===== src/rtl/b1_cmd_rx.sv =====
// Receiver for the 30-byte "&B1," NCO command frame from the UART FIFO.
// Parsed fields land in shadow registers and are copied to the cmd_* outputs only on a good frame.
module b1_cmd_rx #(
    parameter int unsigned TIMEOUT_CYC = 77000
) (
    input  logic        clk,
    input  logic        rst_n,
    input  logic [7:0]  rx_byte,
    input  logic        rx_valid,
    output logic [31:0] cmd_boc_car_nco,
    output logic [31:0] cmd_tmboc_car_nco,
    output logic [31:0] cmd_boc_prn_nco,
    output logic [31:0] cmd_tmboc_prn_nco,
    output logic [11:0] cmd_boc_prn_phs,
    output logic [11:0] cmd_tmboc_prn_phs,
    output logic        cmd_load,
    output logic        cmd_err,
    output logic [7:0]  frame_cnt,
    output logic [7:0]  err_cnt
);
    // state | meaning
    // IDLE  | hunting for '&'; other bytes dropped silently
    // HDR   | checking "B1," (index 1-3)
    // BODY  | fields and inner commas (index 4-26)
    // TRAIL | checking "#\r\n" (index 27-29)
    typedef enum logic [1:0] {IDLE, HDR, BODY, TRAIL} state_t;

    localparam int TW = $clog2(TIMEOUT_CYC + 1);
    localparam logic [TW-1:0] TMO_LAST = TW'(TIMEOUT_CYC - 1);

    state_t        state_q, state_d;
    logic [4:0]    idx_q, idx_d;
    logic [TW-1:0] tmo_q, tmo_d;
    logic [31:0]   sh_bcar_q, sh_bcar_d, sh_tcar_q, sh_tcar_d;
    logic [31:0]   sh_bprn_q, sh_bprn_d, sh_tprn_q, sh_tprn_d;
    logic [11:0]   sh_bphs_q, sh_bphs_d, sh_tphs_q, sh_tphs_d;
    logic [31:0]   o_bcar_q, o_bcar_d, o_tcar_q, o_tcar_d;
    logic [31:0]   o_bprn_q, o_bprn_d, o_tprn_q, o_tprn_d;
    logic [11:0]   o_bphs_q, o_bphs_d, o_tphs_q, o_tphs_d;
    logic          load_q, load_d, err_q, err_d;
    logic [7:0]    fcnt_q, fcnt_d, ecnt_q, ecnt_d;
    logic [7:0]    exp_byte;
    logic          bad, done;

    always_ff @(posedge clk) begin
        if (!rst_n) begin
            state_q   <= IDLE;
            idx_q     <= '0;
            tmo_q     <= '0;
            sh_bcar_q <= '0;
            sh_tcar_q <= '0;
            sh_bprn_q <= '0;
            sh_tprn_q <= '0;
            sh_bphs_q <= '0;
            sh_tphs_q <= '0;
            o_bcar_q  <= '0;
            o_tcar_q  <= '0;
            o_bprn_q  <= '0;
            o_tprn_q  <= '0;
            o_bphs_q  <= '0;
            o_tphs_q  <= '0;
            load_q    <= 1'b0;
            err_q     <= 1'b0;
            fcnt_q    <= '0;
            ecnt_q    <= '0;
        end else begin
            state_q   <= state_d;
            idx_q     <= idx_d;
            tmo_q     <= tmo_d;
            sh_bcar_q <= sh_bcar_d;
            sh_tcar_q <= sh_tcar_d;
            sh_bprn_q <= sh_bprn_d;
            sh_tprn_q <= sh_tprn_d;
            sh_bphs_q <= sh_bphs_d;
            sh_tphs_q <= sh_tphs_d;
            o_bcar_q  <= o_bcar_d;
            o_tcar_q  <= o_tcar_d;
            o_bprn_q  <= o_bprn_d;
            o_tprn_q  <= o_tprn_d;
            o_bphs_q  <= o_bphs_d;
            o_tphs_q  <= o_tphs_d;
            load_q    <= load_d;
            err_q     <= err_d;
            fcnt_q    <= fcnt_d;
            ecnt_q    <= ecnt_d;
        end
    end

    always_comb begin
        state_d   = state_q;
        idx_d     = idx_q;
        tmo_d     = tmo_q;
        sh_bcar_d = sh_bcar_q;
        sh_tcar_d = sh_tcar_q;
        sh_bprn_d = sh_bprn_q;
        sh_tprn_d = sh_tprn_q;
        sh_bphs_d = sh_bphs_q;
        sh_tphs_d = sh_tphs_q;
        o_bcar_d  = o_bcar_q;
        o_tcar_d  = o_tcar_q;
        o_bprn_d  = o_bprn_q;
        o_tprn_d  = o_tprn_q;
        o_bphs_d  = o_bphs_q;
        o_tphs_d  = o_tphs_q;
        load_d    = 1'b0;
        err_d     = 1'b0;
        fcnt_d    = fcnt_q;
        ecnt_d    = ecnt_q;
        bad       = 1'b0;
        done      = 1'b0;
        exp_byte  = 8'h2C;
        case (idx_q)
            5'd1:    exp_byte = 8'h42;
            5'd2:    exp_byte = 8'h31;
            5'd27:   exp_byte = 8'h23;
            5'd28:   exp_byte = 8'h0D;
            5'd29:   exp_byte = 8'h0A;
            default: exp_byte = 8'h2C;
        endcase

        if (rx_valid) begin
            tmo_d = '0;
            case (state_q)
                IDLE: begin
                    if (rx_byte == 8'h26) begin
                        state_d = HDR;
                        idx_d   = 5'd1;
                    end
                end
                HDR: begin
                    bad = (rx_byte != exp_byte);
                    if (!bad) begin
                        idx_d = idx_q + 5'd1;
                        if (idx_q == 5'd3) state_d = BODY;
                    end
                end
                BODY: begin
                    // Field positions take any byte value; only indices 8/13/20 are delimiters.
                    case (idx_q)
                        5'd8, 5'd13, 5'd20:       bad = (rx_byte != exp_byte);
                        5'd4, 5'd5, 5'd6, 5'd7:   sh_bcar_d = {sh_bcar_q[23:0], rx_byte};
                        5'd9, 5'd10, 5'd11, 5'd12: sh_tcar_d = {sh_tcar_q[23:0], rx_byte};
                        5'd14: begin
                            bad       = (rx_byte[7:4] != 4'h0);
                            sh_bphs_d = {rx_byte[3:0], sh_bphs_q[7:0]};
                        end
                        5'd15:                    sh_bphs_d = {sh_bphs_q[11:8], rx_byte};
                        5'd16, 5'd17, 5'd18, 5'd19: sh_bprn_d = {sh_bprn_q[23:0], rx_byte};
                        5'd21: begin
                            bad       = (rx_byte[7:4] != 4'h0);
                            sh_tphs_d = {rx_byte[3:0], sh_tphs_q[7:0]};
                        end
                        5'd22:                    sh_tphs_d = {sh_tphs_q[11:8], rx_byte};
                        default:                  sh_tprn_d = {sh_tprn_q[23:0], rx_byte};
                    endcase
                    if (!bad) begin
                        idx_d = idx_q + 5'd1;
                        if (idx_q == 5'd26) state_d = TRAIL;
                    end
                end
                TRAIL: begin
                    bad = (rx_byte != exp_byte);
                    if (!bad) begin
                        if (idx_q == 5'd29) done = 1'b1;
                        else idx_d = idx_q + 5'd1;
                    end
                end
                default: state_d = IDLE;
            endcase

            if (bad) begin
                err_d  = 1'b1;
                ecnt_d = (ecnt_q == 8'hFF) ? ecnt_q : ecnt_q + 8'd1;
                // A stray '&' is most likely the start of the next frame.
                if (rx_byte == 8'h26) begin
                    state_d = HDR;
                    idx_d   = 5'd1;
                end else begin
                    state_d = IDLE;
                    idx_d   = '0;
                end
            end

            if (done) begin
                load_d   = 1'b1;
                fcnt_d   = (fcnt_q == 8'hFF) ? fcnt_q : fcnt_q + 8'd1;
                o_bcar_d = sh_bcar_q;
                o_tcar_d = sh_tcar_q;
                o_bprn_d = sh_bprn_q;
                o_tprn_d = sh_tprn_q;
                o_bphs_d = sh_bphs_q;
                o_tphs_d = sh_tphs_q;
                state_d  = IDLE;
                idx_d    = '0;
            end
        end else if (state_q != IDLE) begin
            if (tmo_q == TMO_LAST) begin
                err_d   = 1'b1;
                ecnt_d  = (ecnt_q == 8'hFF) ? ecnt_q : ecnt_q + 8'd1;
                state_d = IDLE;
                idx_d   = '0;
                tmo_d   = '0;
            end else begin
                tmo_d = tmo_q + 1'b1;
            end
        end
    end

    assign cmd_boc_car_nco   = o_bcar_q;
    assign cmd_tmboc_car_nco = o_tcar_q;
    assign cmd_boc_prn_nco   = o_bprn_q;
    assign cmd_tmboc_prn_nco = o_tprn_q;
    assign cmd_boc_prn_phs   = o_bphs_q;
    assign cmd_tmboc_prn_phs = o_tphs_q;
    assign cmd_load          = load_q;
    assign cmd_err           = err_q;
    assign frame_cnt         = fcnt_q;
    assign err_cnt           = ecnt_q;
endmodule


===== config.mk =====
export PLATFORM = sky130hd
export DESIGN_NAME = b1_cmd_rx
export DESIGN_NICKNAME = d
export VERILOG_FILES = /design/src/rtl/b1_cmd_rx.sv
export SDC_FILE = /design/constraint.sdc
export NUM_CORES = 1
export LEC_CHECK = 0
export ABC_AREA = 0
export ABC_CLOCK_PERIOD_IN_PS = 8000
export CORE_MARGIN = 2
export CORE_UTILIZATION = 30
export CTS_CLUSTER_SIZE = 16
export DETAILED_ROUTE_END_ITERATION = 12
export SLEW_MARGIN = 10
export SYNTH_ARGS = -nofsm -noshare
export SYNTH_HDL_FRONTEND = slang
export SYNTH_SLANG_ARGS = --single-unit

===== constraint.sdc =====
create_clock -name clk -period 8 [get_ports clk]
set_clock_uncertainty 0.05 [all_clocks]
set_input_delay 0.8 -clock clk [delete_from_list [all_inputs] [get_ports clk]]
set_output_delay 0.8 -clock clk [all_outputs]
set_load 0.01 [all_outputs]

# Word-level counts from Yosys, hierarchy flattened
# Index checks and enable logic that the tools add are counted.
# W data, S select, Z words.
[word_totals]
ff_bits = 346
in_bits = 11
word_cells = 149
[op_classes]
bitwise = 7
add_sub_neg = 4
eq_ne = 43
n_reduce_logical = 27
mux = 47
[ops]
columns = ["operator", "count"]
rows = [
  ["$eq A5 B5 Y1 const B", 11],
  ["$mux W5", 10],
  ["$pmux W12 S2", 2],
  ["$eq A5 B4 Y1 const B", 8],
  ["$mux W8", 5],
  ["$ne A5 B5 Y1 const B", 7],
  ["$pmux W7 S5", 1],
  ["$eq A5 B3 Y1 const B", 4],
  ["$mux W2", 10],
  ["$pmux W5 S4", 1],
  ["$reduce_or A19 Y1", 1],
  ["$reduce_and A3 Y1", 6],
  ["$add A17 B1 Y17 const B", 1],
  ["$eq A17 B17 Y1 const B", 1],
  ["$mux W17", 1],
  ["$add A8 B1 Y8 const B", 2],
  ["$eq A8 B8 Y1 const B", 2],
  ["$reduce_and A4 Y1", 4],
  ["$mux W1", 14],
  ["$reduce_or A4 Y1", 3],
  ["$eq A5 B2 Y1 const B", 2],
  ["$eq A8 B6 Y1 const B", 1],
  ["$ne A8 B8 Y1", 1],
  ["$reduce_and A8 Y1", 1],
  ["16 further kinds", 29],
]

# Logic depth before layout (Yosys ltp)
# Gate-level depths: netlist (run 1).
[depth]
depth_word = 11
ltp_mapped = 13

# Worst setup path after synthesis (run 1)
# OpenSTA, ideal clock, no wires.
[synth_path]
path_kind = "reg2reg"
start = "reg idx_q[0]"
end = "reg fcnt_q[2] (netlist: frame_cnt[2])"
path_stages_with_launch = 13
slack_ps = 5073
arrival_time_ps = 2746
required_time_ps = 7819
synth_period_minus_slack_ps = 2927
path_buffers = 3
setup_ps = 131
cell_sequence = "dfxtp_1 > inv_1 > ha_1 > clkbuf_1 > mux2i_1 > or4b_1 > o211a_1 > a2111oi_4 > buf_6 > nand4_1 > buf_2 > o311ai_1 > o41ai_1"
[synth_between]
elab_chain_len = 7
elab_cells_between_ends = 12
cone_classes = "6 x eq/ne; 5 x mux; 1 x reduce/logical"
[synth_lines]
columns = ["item", "line_no", "text"]
rows = [
  ["start: declaration", "32", "logic [4:0] idx_q, idx_d;"],
  ["start signal: assignment", "68", "idx_q <= idx_d;"],
  ["$eq A5 B5 Y1 (tied with other cells)", "112, 164", ""],
  ["$pmux W7 S5", "112", "case (idx_q)"],
  ["$ne A8 B8 Y1", "162", "bad = (rx_byte != exp_byte);"],
  ["$mux W1 (*)", "163", "if (!bad) begin"],
  ["$mux W1 (*)", "123", "case (state_q)"],
  ["$mux W1 (*)", "121", "if (rx_valid) begin"],
  ["$reduce_and A3 Y1 (no source line) (*)", "-", ""],
  ["end signal: assignment", "84", "fcnt_q <= fcnt_d;"],
  ["end: declaration", "41", "logic [7:0] fcnt_q, fcnt_d, ecnt_q, ecnt_d;"],
]
# Every way passes the cells marked *; elsewhere a longest branch is shown, timed or not. The select of a mux whose other input is x is not followed.
# A chain may end at the register's enable or synchronous reset.

# Final worst setup path (run 1)
[layout_path]
start = "reg idx_q[1]"
end = "reg fcnt_q[5] (netlist: frame_cnt[5])"
# The elaborated chain is that of the path after synthesis.

==> results.txt, run 1 <==
- Routed wire length per instance: roughly 15 microns
- Number of diodes added for antenna fixing: 0
- The final max-slew violation count is 0.
* Max-cap violation count: 0
- Dividing total power by cell area gives a power density of 211 mW/mm^2.
- Mean number of vias per cell: 4.76
* GPL Wtd Cong: 0.784
* Drt total wl: approximately 36 mm
* Crit. End Element: flop
- Hold Path Class: flop to flop
- Setup repair after global routing left no endpoint under its margin.
* Overall power consumption: about 3.5 mW
- CP Data Required Time: 8.41 ns
- Once the clock tree was built, the resizer swapped 0 gates to a different size.
- Root buf cell: sky130_fd_sc_hd__clkbuf_16
- The worst setup path is of the flop to flop kind.
- Static power due to leakage: 5.39 nW
- In the post-route analysis, the smallest setup slack over all paths is 3.20 ns.
- Source-to-sink clock delay at the later pin of the worst-skew pair: between 0.5 and 0.6 ns
- For this run, asynchronously set or reset flops after synthesis account for 0%.
* Placement Setup Slack: about 2.8 ns
* Ratio of cells with drive above 1 in the final layout: 4.95%
- Post-synthesis cell area: roughly 0.013 sq mm
* HPWL Detailed: between 20 and 25 mm
* Number of buffers created by CTS: 39
- Final-report hold violation count: 0
- Measured in cells, the most critical reg-to-reg path has a length of 10.
- Once detail routing completed, the nets flagged for antenna violations numbered 0.
- For this run, the total global-route usage over all layers was measured as 15.5%.
- In this run the horizontal extent of the chip is 214 microns.
- The die covers about 0.046 sq mm.
- Register area: between 0.006 and 0.007 sq mm
- Filler Cells Inserted: 4573
- Count of distinct cell types in the synthesized netlist: 62
- Die H: 214 microns
- Startpoint kind of the worst setup timing path: flop
- Via count of the first global-routing pass: 10800
- Accumulated negative setup slack: 0 ns
* CTS tree: done
- Core area: 0.0439 sq mm
- Number of core rows: 77
- Clock tree synthesis found a total of 346 sinks.
* Number of synthesized flops with an enable pin: 0
* CTS clock-pin slew for the worst setup and hold paths: roughly 0.06 ns
- In this run the tool buffered the top-level ports with 180 buffer cells.
- Number of optimization iterations in the first detailed-route pass: 5
* Vias after detailed routing: 11200
- In this run, post-CTS hold repair placed 0 buffers.
- In this run the worst path has a maximum fanout of 37.
* First-pass GRT wire length: 58.2 mm
- After the first detailed-routing iteration, the DRC count stood at slightly above 800.
- For this run, the register share of the synthesized area comes to 52.2%.
- Counting instances, the worst hold path has a depth of 2.
- 181 I/O pins were placed.
- Arr. time, crit path: 5.21 ns
- Maximum number of pins on one net before global-route repair: 176
* Relative slew slack: 22.7%
* Synth warnings: 0
- In this run the number of H-tree levels came out at 2.
- IR drop worst, VDD: 0.000132 V
- Maximum clock path buffer count: 3
* Area of the multi-input gates: just under 0.006 sq mm
- DR DRC count: 0
- When the netlist entered floorplanning its net count stood at ~1600.
* Initial core utilization: 30.2%
- Run status: complete, no violations
- For this run, the top clock speed supported by timing is 0.208 GHz.
- Number of nets in the layout: 1757
- Synthesis inferred 346 register bits.
- The worst path in the final design needs a cycle of 4.80 ns, including I/O delays and setup.
- A synthesized cell averages 8.19 sq um.
- Synthesis produced a netlist whose cell count is 1619.
* Buffers inserted by post-CTS timing repair: 0
* Share of the core filled with cells: 37.9%
- Overflow left after global routing: 0
- Initial antenna violation count: 0
- At the pin with the least slew margin, the transition time is 1.16 ns.
- Count of endpoints failing setup in the final report: 0
- Period utilisation layout: 60.0%
- From synthesis to final layout, the design area changed by 25.6%.
- In the synthesized netlist the dominant register cell turns out to be sky130_fd_sc_hd__dfxtp_1.
-- layout make-up --
type | instances | area share [%]
inverter | 12 | 0.315
timing repair buffer | 196 | 11.5
tap | 592 | 4.45
clock inverter | 11 | 0.563
sequential | 346 | 41.6
clock buffer | 55 | 6.70
multi-input combinational | 1139 | 34.9
-- kinds of logic (layout without fill, tap and decap cells) --
kind of cell,after synthesis,count (layout),share of synthesized area (%)
simple gates,724,724,23.2
flops,346,346,52.2
compound gates,317,317,13.0
buf+inv,134,274,4.12
mux,68,68,5.13
xor+xnor,18,18,1.19
fa+ha+maj,12,12,1.13
-- final timing paths --
kind                                         start                               end  slack [ns]
setup reg to reg             idx_q[1]$_SDFFE_PN0P_         frame_cnt[5]$_SDFFE_PN0P_        3.20
hold reg to reg   cmd_boc_car_nco[24]$_SDFFE_PN0P_  cmd_boc_car_nco[24]$_SDFFE_PN0P_        0.40
hold / removal    cmd_boc_car_nco[24]$_SDFFE_PN0P_  cmd_boc_car_nco[24]$_SDFFE_PN0P_        0.40
setup / recovery             idx_q[1]$_SDFFE_PN0P_         frame_cnt[5]$_SDFFE_PN0P_        3.20
-- cell usage after synthesis, drive strengths merged (2+ instances only) --
cell     instances  share of area [%]
a2111oi          2               0.27
and3             9               0.42
and2             3               0.14
nand4b           8               0.53
clkbuf          92                2.6
nor3b            7               0.40
o211ai           3               0.17
o41ai            4               0.26
dfxtp          346                 52
xnor2            6               0.40
a211o            3               0.20
nand3           16               0.60
inv             11               0.31
ha              12                1.1
a211oi           2               0.11
nor2            82                2.3
buf             30                1.2
o31ai            2               0.11
or4b             2               0.18
nand2          527                 15
nand3b           5               0.28
mux2i           68                5.1
nor2b            3               0.14
or3              2              0.094
nor4b            3               0.20
nor3            11               0.42
nor4             6               0.28
or2              2              0.094
xor2            12               0.79
or4              7               0.40
a311oi           2               0.13
and4             5               0.33
nand4           12               0.68
a21oi          269                 10
a31oi            6               0.28
nand2b          12               0.57
o21ai           10               0.38
-- metal layers --
metal  share of wire, %  global-route usage, %  wire (microns)
met1                 46                   19.8           16600
met2                 47                   26.2           17100
met3                5.1                   3.40            1830
met4                1.9                   4.65             685
met5                  0                      0               0
-- through the flow --
step           cells  cell area, sq um  hold WS, ns
2_1_floorplan   1619             13300        0.386
3_3_place_gp    2285             15400        0.389
3_5_place_dp    2285             15400        0.392
4_1_cts         2351             16700        0.403
5_1_grt         2351             16700        0.417
6_report        2351             16700        0.398
-- flip-flops by register name, summed over array words and instances, names as in the netlist, 17 cells and up --
name / flops
cmd_boc_prn_nco: 32
sh_bcar_q: 32
tmo_q: 17
sh_tcar_q: 32
cmd_tmboc_car_nco: 32
sh_bprn_q: 32
cmd_boc_car_nco: 32
sh_tprn_q: 32
cmd_tmboc_prn_nco: 32
-- worst max-delay path, stage by stage (launching register included) --
cell and delay (ns):
sky130_fd_sc_hd__dfxtp_1 0.35, sky130_fd_sc_hd__inv_1 0.09, sky130_fd_sc_hd__ha_1 0.40, sky130_fd_sc_hd__nor4b_1 0.61, sky130_fd_sc_hd__nand3b_1 0.20, sky130_fd_sc_hd__xor2_1 0.11
sky130_fd_sc_hd__a2111oi_4 0.71, sky130_fd_sc_hd__nand4_1 0.92, sky130_fd_sc_hd__buf_4 0.58, sky130_fd_sc_hd__nor4_1 0.45, sky130_fd_sc_hd__mux2i_1 0.22
-- power by group --
| group | internal (mW) | switching (mW) | total, mW |
|---|---|---|---|
| Combinational | 0.0219 | 0.0639 | 0.0858 |
| Clock | 1.00 | 0.704 | 1.71 |
| Sequential | 1.73 | 0.00259 | 1.73 |
| Total | 2.75 | 0.770 | 3.52 |
-- cell usage in the layout, fill, tap and decap left out, types with 4 or more instances in the layout --
cell	synthesis	routed
sky130_fd_sc_hd__a21oi_1	269	269
sky130_fd_sc_hd__a31oi_1	6	6
sky130_fd_sc_hd__xor2_1	12	12
sky130_fd_sc_hd__or4_1	7	7
sky130_fd_sc_hd__nor3b_1	7	5
sky130_fd_sc_hd__nand3_1	16	16
sky130_fd_sc_hd__o21ai_1	7	7
sky130_fd_sc_hd__nor3_1	11	10
sky130_fd_sc_hd__nand2_1	526	526
sky130_fd_sc_hd__clkinv_2	0	7
sky130_fd_sc_hd__clkbuf_16	0	39
sky130_fd_sc_hd__clkbuf_1	92	8
sky130_fd_sc_hd__o41ai_1	4	4
sky130_fd_sc_hd__nor2_1	82	82
sky130_fd_sc_hd__nand3b_1	5	5
sky130_fd_sc_hd__nand2b_1	12	12
sky130_fd_sc_hd__nand4b_1	8	8
sky130_fd_sc_hd__inv_1	11	11
sky130_fd_sc_hd__ha_1	12	12
sky130_fd_sc_hd__buf_4	0	16
sky130_fd_sc_hd__xnor2_1	6	6
sky130_fd_sc_hd__clkbuf_8	0	8
sky130_fd_sc_hd__and3_1	9	9
sky130_fd_sc_hd__nor4_1	6	6
sky130_fd_sc_hd__dfxtp_1	346	346
sky130_fd_sc_hd__nand4_1	11	11
sky130_fd_sc_hd__mux2i_1	68	68
sky130_fd_sc_hd__clkdlybuf4s50_1	0	180
(Power assumes the default switching activity.)
==> run 2: changes to the inputs <==
--- a/config.mk
+++ b/config.mk
@@ -6,7 +6,7 @@
 export NUM_CORES = 1
 export LEC_CHECK = 0
 export ABC_AREA = 0
-export ABC_CLOCK_PERIOD_IN_PS = 8000
+export ABC_CLOCK_PERIOD_IN_PS = 3800
 export CORE_MARGIN = 2
 export CORE_UTILIZATION = 30
 export CTS_CLUSTER_SIZE = 16
==> constraint.sdc (replaced) <==
create_clock -name clk -period 3.8 [get_ports clk]
set_clock_uncertainty 0.05 [all_clocks]
set_input_delay 0.38 -clock clk [delete_from_list [all_inputs] [get_ports clk]]
set_output_delay 0.38 -clock clk [all_outputs]
set_load 0.01 [all_outputs]
==> run 2 against run 1 <==
Design area is 1.6% higher. Sequential power grew 110%. Utilization up 0.62 points. Via count up 0.13%. Non-clock buffer count increased by 17. Critical path depth unchanged. Power rose by 120%. Wire length shrank 0.61%. Sequential share of layout area down 0.67 points. Critical path type unchanged. Largest cell class unchanged.
==> results.txt, run 2 (same netlist as run 1, synthesis figures left out) <==
* Run status: complete, no violations
* Transition time of the tightest slew-check pin: 1.16 ns
- Hold buffer count at CTS: 0
* Mean number of vias per cell: ~4.7
- Count of endpoints failing setup in the final report: 0
- After floorplanning, the core was divided into 77 placement rows.
- The die is 214 microns tall.
* Overall routing resource usage: between 10% and 20%
* Largest stage delay on the critical path: 0.78 ns
- Max Fclk: around 0.3 GHz
- Entering global routing, the biggest net connects 171 pins.
* GPL Wtd Cong: slightly below 0.9
- I/O pin count: between 150 and 200
- Worst Hold Margin: 0.399 ns
* Most frequent standard cell in the layout excluding fill and tap cells: sky130_fd_sc_hd__nand2_1
* Overall power consumption: 7.60 mW
* CP Data Required Time: 4.20 ns
* Ratio of cells with drive above 1 in the final layout: around 6.1%
* Residual antenna-violating net count after detailed routing: 0
- The floorplan step defined a core boundary enclosing 0.0439 sq mm.
* Cell-by-cell trace of the critical path: inv_1, ha_1, or4b_4, nand2_2, mux2i_1, a2111oi_4, buf_4, a211oi_1, o21ai_1, a31oi_1
- Worst-path cell with the longest stage delay: sky130_fd_sc_hd__a211oi_1
* Number of diodes added for antenna fixing: 0
* Relative slew slack: 22.4%
* Hold Path Class: flop to flop
* Via count of the first global-routing pass: 11100
* Root buf cell: sky130_fd_sc_hd__clkbuf_16
* Initial core utilization: 30.2%
- The clock passes through at most 3 buffers.
- By startpoint and endpoint, the worst setup path is classified as flop to flop.
- Clock tree synthesis found a total of 346 sinks.
- The clock reaches the later pin of the worst-skew pair after 0.55 ns.
* Filler Cells Inserted: 4491
* Area growth syn-to-layout: 27.7%
- Summed area of non-filler cells in the final layout: between 0.015 and 0.02 sq mm
* Static power due to leakage: 5.53 nW
- Routed wire length per instance: between 15 and 20 microns
* Overflow left after global routing: 0
- Vias after detailed routing: approximately 11000
- The count of buffers added on input and output ports is 180.
- STA classifies the critical path endpoint as a flop.
- The worst path uses between 80% and 90% of the clock period.
- For this run, the detailed router's first-pass iteration total came to 5.
* Post-cts sizing count: 0
- Number of buffers created by CTS: 39
- Cell area power density: 449 mW/mm^2
- Post-DP Area: 0.0156 sq mm
* Critical-path maximum fanout: 10
- In the layout the commonest cells are sky130_fd_sc_hd__nand2_1 (526), sky130_fd_sc_hd__dfxtp_1 (346), sky130_fd_sc_hd__a21oi_1 (269), sky130_fd_sc_hd__clkdlybuf4s50_1 (180), sky130_fd_sc_hd__nor2_1 (82).
- After clock tree synthesis, the clock-pin slew on the worst setup and hold paths is 0.06 ns.
- Fin crit period: roughly 3.4 ns
- Detailed placement finished with a half-perimeter wire length of between 20 and 25 mm.
- The worst-case IR drop observed on VDD is 0.000274 V.
* Buffers inserted by post-CTS timing repair: 0
* Level count of the clock H-tree: 2
* Accumulated negative setup slack: 0 ns
* Max-cap violation count: 0
- The first global-routing pass estimated 58.9 mm of wire.
- Arr. time, crit path: around 3.8 ns
* Floorplan die area: roughly 0.046 sq mm
- TritonCTS built the clock tree.
- Final-report hold violation count: 0
- Number of nets in the layout: 1774
- Drt total wl: between 30 and 40 mm
* RSZ-0062 raised after global routing: no
* DR DRC count: 0
- Drt initial violations: 683
* Die X: 214 microns
- Startpoint kind of the worst setup timing path: flop
- The initial antenna violation count is 0.
- The final max-slew violation count came to 0.
-- run 2: final timing paths --
path	from	end	slack, ns	cells after the start
setup / recovery	idx_q[0]$_SDFFE_PN0P_	idx_q[3]$_SDFFE_PN0P_	0.44	10
hold / removal	cmd_boc_car_nco[4]$_SDFFE_PN0P_	cmd_boc_car_nco[4]$_SDFFE_PN0P_	0.40	2
setup reg to reg	idx_q[0]$_SDFFE_PN0P_	idx_q[3]$_SDFFE_PN0P_	0.44	10
hold reg to reg	cmd_boc_car_nco[4]$_SDFFE_PN0P_	cmd_boc_car_nco[4]$_SDFFE_PN0P_	0.40	2
-- run 2: power by group --
part	leakage (nW)	switching, mW	internal (mW)
sequential	2.79	0.00524	3.63
clock	0.644	1.52	2.25
combinational	2.10	0.141	0.0551
-- run 2: metal layers --
metal,up-vias,track usage (%),wire length [microns]
met2,247,25.5,16500
met5,-,0,0
met1,5228,20.5,16800
li1,5665,-,-
met4,0,5.28,836
met3,54,3.65,1970
-- run 2: worst max-delay path: cells and delay by family (launching register included) --
kind | cells | cell delay [ns]
AOI/OAI and AO/OA | 4 | 1.26
adders and majority gates | 1 | 0.35
buffers and inverters | 2 | 0.32
DFF | 1 | 0.35
muxes | 1 | 0.30
and+or+nand+nor | 2 | 0.63
-- run 2: per-stage QoR --
step           instances  setup WS [ns]  util (%)
2_1_floorplan       1619          0.873         -
3_3_place_gp        2302          0.519      35.6
3_5_place_dp        2302          0.461      35.6
4_1_cts             2372          0.486      38.5
5_1_grt             2372          0.242      38.5
6_report            2372          0.443      38.5
-- run 2: layout make-up --
cell class | instances | area (sq um) | share of cell area (%)
clock buffers | 55 | 1150 | 6.78
flip-flops and latches | 346 | 6930 | 40.9
repair buffers | 213 | 2110 | 12.5
well taps | 592 | 741 | 4.37
clock inverters | 15 | 146 | 0.864
inverters | 12 | 52.6 | 0.310
multi-input cells | 1139 | 5810 | 34.3
==> run 3: changes to the inputs <==
--- a/config.mk
+++ b/config.mk
@@ -7,7 +7,6 @@
 export LEC_CHECK = 0
 export ABC_AREA = 0
 export ABC_CLOCK_PERIOD_IN_PS = 3800
-export CORE_MARGIN = 2
 export CORE_UTILIZATION = 30
 export CTS_CLUSTER_SIZE = 16
 export DETAILED_ROUTE_END_ITERATION = 12
==> run 3 against run 2 <==
Wire length shrank 0.63%. Sequential share of layout area grew 0.14 points. Flip-flop and latch count is the same. Count of clock-buffer cells in the layout shrank 3. Register-to-register slack lost 0.11 ns. Worst setup slack lost 0.11 ns. Critical endpoint is now cmd_tmboc_prn_phs[4]$_SDFFE_PN0P_.
==> results.txt, run 3 (same netlist as run 1, synthesis figures left out) <==
* Area growth syn-to-layout: 27.2%
* RSZ-0062 raised after global routing: no
- Cell area power density: 448 mW/mm^2
- Initial antenna violation count: 0
- Overall routing resource usage: about 16%
- CTS tree: done
* Startpoint kind of the worst setup timing path: flop
- Leaving out fill and tap cells, the most frequent cell in the layout is sky130_fd_sc_hd__nand2_1.
* Vias after detailed routing: 11300
- The final layout contains routed wiring with a total length of 35.8 mm.
- Summed over all cells, the static leakage comes to 5.50 nW.
- The run finished with clean final reports.
* Overflow left after global routing: 0
* Number of diodes added for antenna fixing: 0
* Drt initial violations: 763
- Period utilisation layout: 91.1%
- Count of endpoints failing setup in the final report: 0
* Largest stage delay on the critical path: 0.50 ns
- Floorplan die area: around 0.045 sq mm
- In this run the critical register-to-register path is launched from idx_q[0]$_SDFFE_PN0P_.
* Worst Min Path Start: cmd_boc_car_nco[7]$_SDFFE_PN0P_
- Dividing the detail-routed wire length by the instance count gives approximately 15 microns.
- At the worst endpoint, the arrival time is 3.80 ns.
- Core area: 0.0434 sq mm
- Clock-pin slew was measured on the worst setup and hold paths at 0.06 ns.
* Hold Path Class: flop to flop
- Clock latency on the worst-skew pair, taken at its later pin, is 0.54 ns.
* Transition time of the tightest slew-check pin: approximately 0.99 ns
- Crit. End Element: flop
- Critical-path maximum fanout: approximately 130
* Area of the multi-input gates: 0.00581 sq mm
- From bottom edge to top edge, the die measures 212 microns.
* Residual antenna-violating net count after detailed routing: 0
* Hold buffer count at CTS: 0
- The tree is rooted in a sky130_fd_sc_hd__clkbuf_16.
- Die X: roughly 210 microns
- Fin crit period: 3.46 ns
- Registers take 0.00693 sq mm.
* DR DRC count: 0
- The final max-slew violation count was 0.
- Static timing analysis puts the maximum clock frequency at 0.289 GHz.
* Number of nets in the layout: 1773
- FF-to-FF End: cmd_tmboc_prn_phs[4]$_SDFFE_PN0P_
- Setup slack on the worst reg-to-reg path comes out at 0.34 ns.
- In the final layout, the share of cells above drive strength 1 is 5.69%.
- The layout has approximately 4500 filler cells.
- GPL Wtd Cong: about 0.86
- Relative slew slack: 33.4%
- The worst setup path is of the flop to flop kind.
- The tool flagged a number of max-cap violations equal to 0.
- First-pass GRT wire length: 57.2 mm
* Initial core utilization: slightly above 30%
- Accumulated negative setup slack: 0 ns
- HPWL Detailed: 23.1 mm
- Final-report hold violation count: 0
- CP Data Required Time: approximately 4.1 ns
- In the layout the commonest cells are sky130_fd_sc_hd__nand2_1 (526), sky130_fd_sc_hd__dfxtp_1 (346), sky130_fd_sc_hd__a21oi_1 (269), sky130_fd_sc_hd__clkdlybuf4s50_1 (180), sky130_fd_sc_hd__nor2_1 (82).
* CTS sink cnt: 346
- CTS built an H-tree with a depth of 2.
* Worst-path cell with the longest stage delay: sky130_fd_sc_hd__or4b_1
- Entering global routing, the biggest net connects ~140 pins.
- Once layout is complete, the utilization of the core stands at 38.9%.
* Number of core rows: 76
- Number of cells on the worst reg-to-reg path: 10
- Post-cts sizing count: 0
- Maximum clock path buffer count: 3
- Number of buffers created by CTS: 38
- VDD sags by at most 0.000320 V.
- The number of global-route vias before repair came to roughly 11000.
- Using the TritonRoute via totals, the vias-per-cell ratio works out to about 4.8.
- I/O pin count: 181
* Cell-by-cell trace of the critical path: inv_1, ha_1, mux2i_1, or4b_1, o211a_1, a2111oi_4, nand4_1, buf_12, nand2_1, a21oi_1
- Port Buf Inserts: 180
- Number of optimization iterations in the first detailed-route pass: 5
- The number of setup buffers added after CTS is 0.
- The worst hold path terminates at cmd_boc_car_nco[7]$_SDFFE_PN0P_.
- Counting instances, the worst hold path has a depth of 2.
==> run 3: cell types whose count changed in the layout (fill, tap and decap cells not counted) <==
cell / change
sky130_fd_sc_hd__clkbuf_8: -4
sky130_fd_sc_hd__clkinv_2: -4
sky130_fd_sc_hd__bufinv_16: +2
sky130_fd_sc_hd__clkbuf_1: +2
sky130_fd_sc_hd__clkbuf_16: -1
sky130_fd_sc_hd__clkinv_4: +1
sky130_fd_sc_hd__clkinv_8: -1
sky130_fd_sc_hd__inv_6: -1
==> run 3: through the flow <==
step,total power [mW],std cells,hold slack [ns],cell area (sq um),setup WS (ns)
2_1_floorplan,3.84,1619,0.386,13300,0.873
3_3_place_gp,3.91,2295,0.391,15600,0.546
3_5_place_dp,3.92,2295,0.393,15600,0.504
4_1_cts,7.66,2359,0.402,16900,0.489
5_1_grt,7.82,2359,0.417,16900,0.278
6_report,7.56,2359,0.399,16900,0.337
==> run 3: how the worst max path moves through the flow <==
stage	endpoint	start	slack [ns]
after floorplan	frame_cnt[2]$_SDFFE_PN0P_	idx_q[0]$_SDFFE_PN0P_	0.87
final	cmd_tmboc_prn_phs[4]$_SDFFE_PN0P_	idx_q[0]$_SDFFE_PN0P_	0.34
after global routing	cmd_boc_prn_phs[4]$_SDFFE_PN0P_	idx_q[0]$_SDFFE_PN0P_	0.28
after global placement	idx_q[0]$_SDFFE_PN0P_	rx_byte[2]	0.55
after detailed placement	cmd_boc_prn_nco[8]$_SDFFE_PN0P_	idx_q[0]$_SDFFE_PN0P_	0.50
after CTS	cmd_boc_prn_nco[8]$_SDFFE_PN0P_	idx_q[0]$_SDFFE_PN0P_	0.49
==> run 3: per-layer routing <==
metal  share of wire [%]  global-route usage (%)  up-vias  routed length (microns)
li1                    -                       -     5660                        -
met5                   0                       0        -                        0
met4                 1.8                    5.14        0                      648
met1                  47                    21.0     5331                    16800
met3                 5.1                    2.97       51                     1820
met2                  46                    25.9      234                    16600
==> run 3: layout make-up <==
| type | count | area share [%] |
|---|---|---|
| Clock buffer | 52 | 6.37 |
| Clock inverter | 12 | 1.01 |
| Inverter | 12 | 0.311 |
| Multi-Input combinational cell | 1139 | 34.4 |
| Sequential cell | 346 | 41.0 |
| Tap cell | 585 | 4.34 |
| Timing Repair Buffer | 213 | 12.5 |
==> run 3: critical path: cells and delay by family (launching register included) <==
family,cells,cell delay (ns)
fa+ha+maj,1,0.34
mux,1,0.16
flops,1,0.35
buf+inv,2,0.48
simple gates,3,1.15
compound gates,3,0.54
==> run 3: power breakdown <==
part / internal (mW) / switching, mW / total, mW
clock: 2.25 / 1.48 / 3.72
combinational: 0.0567 / 0.141 / 0.197
sequential: 3.63 / 0.00514 / 3.64
total: 5.94 / 1.62 / 7.56
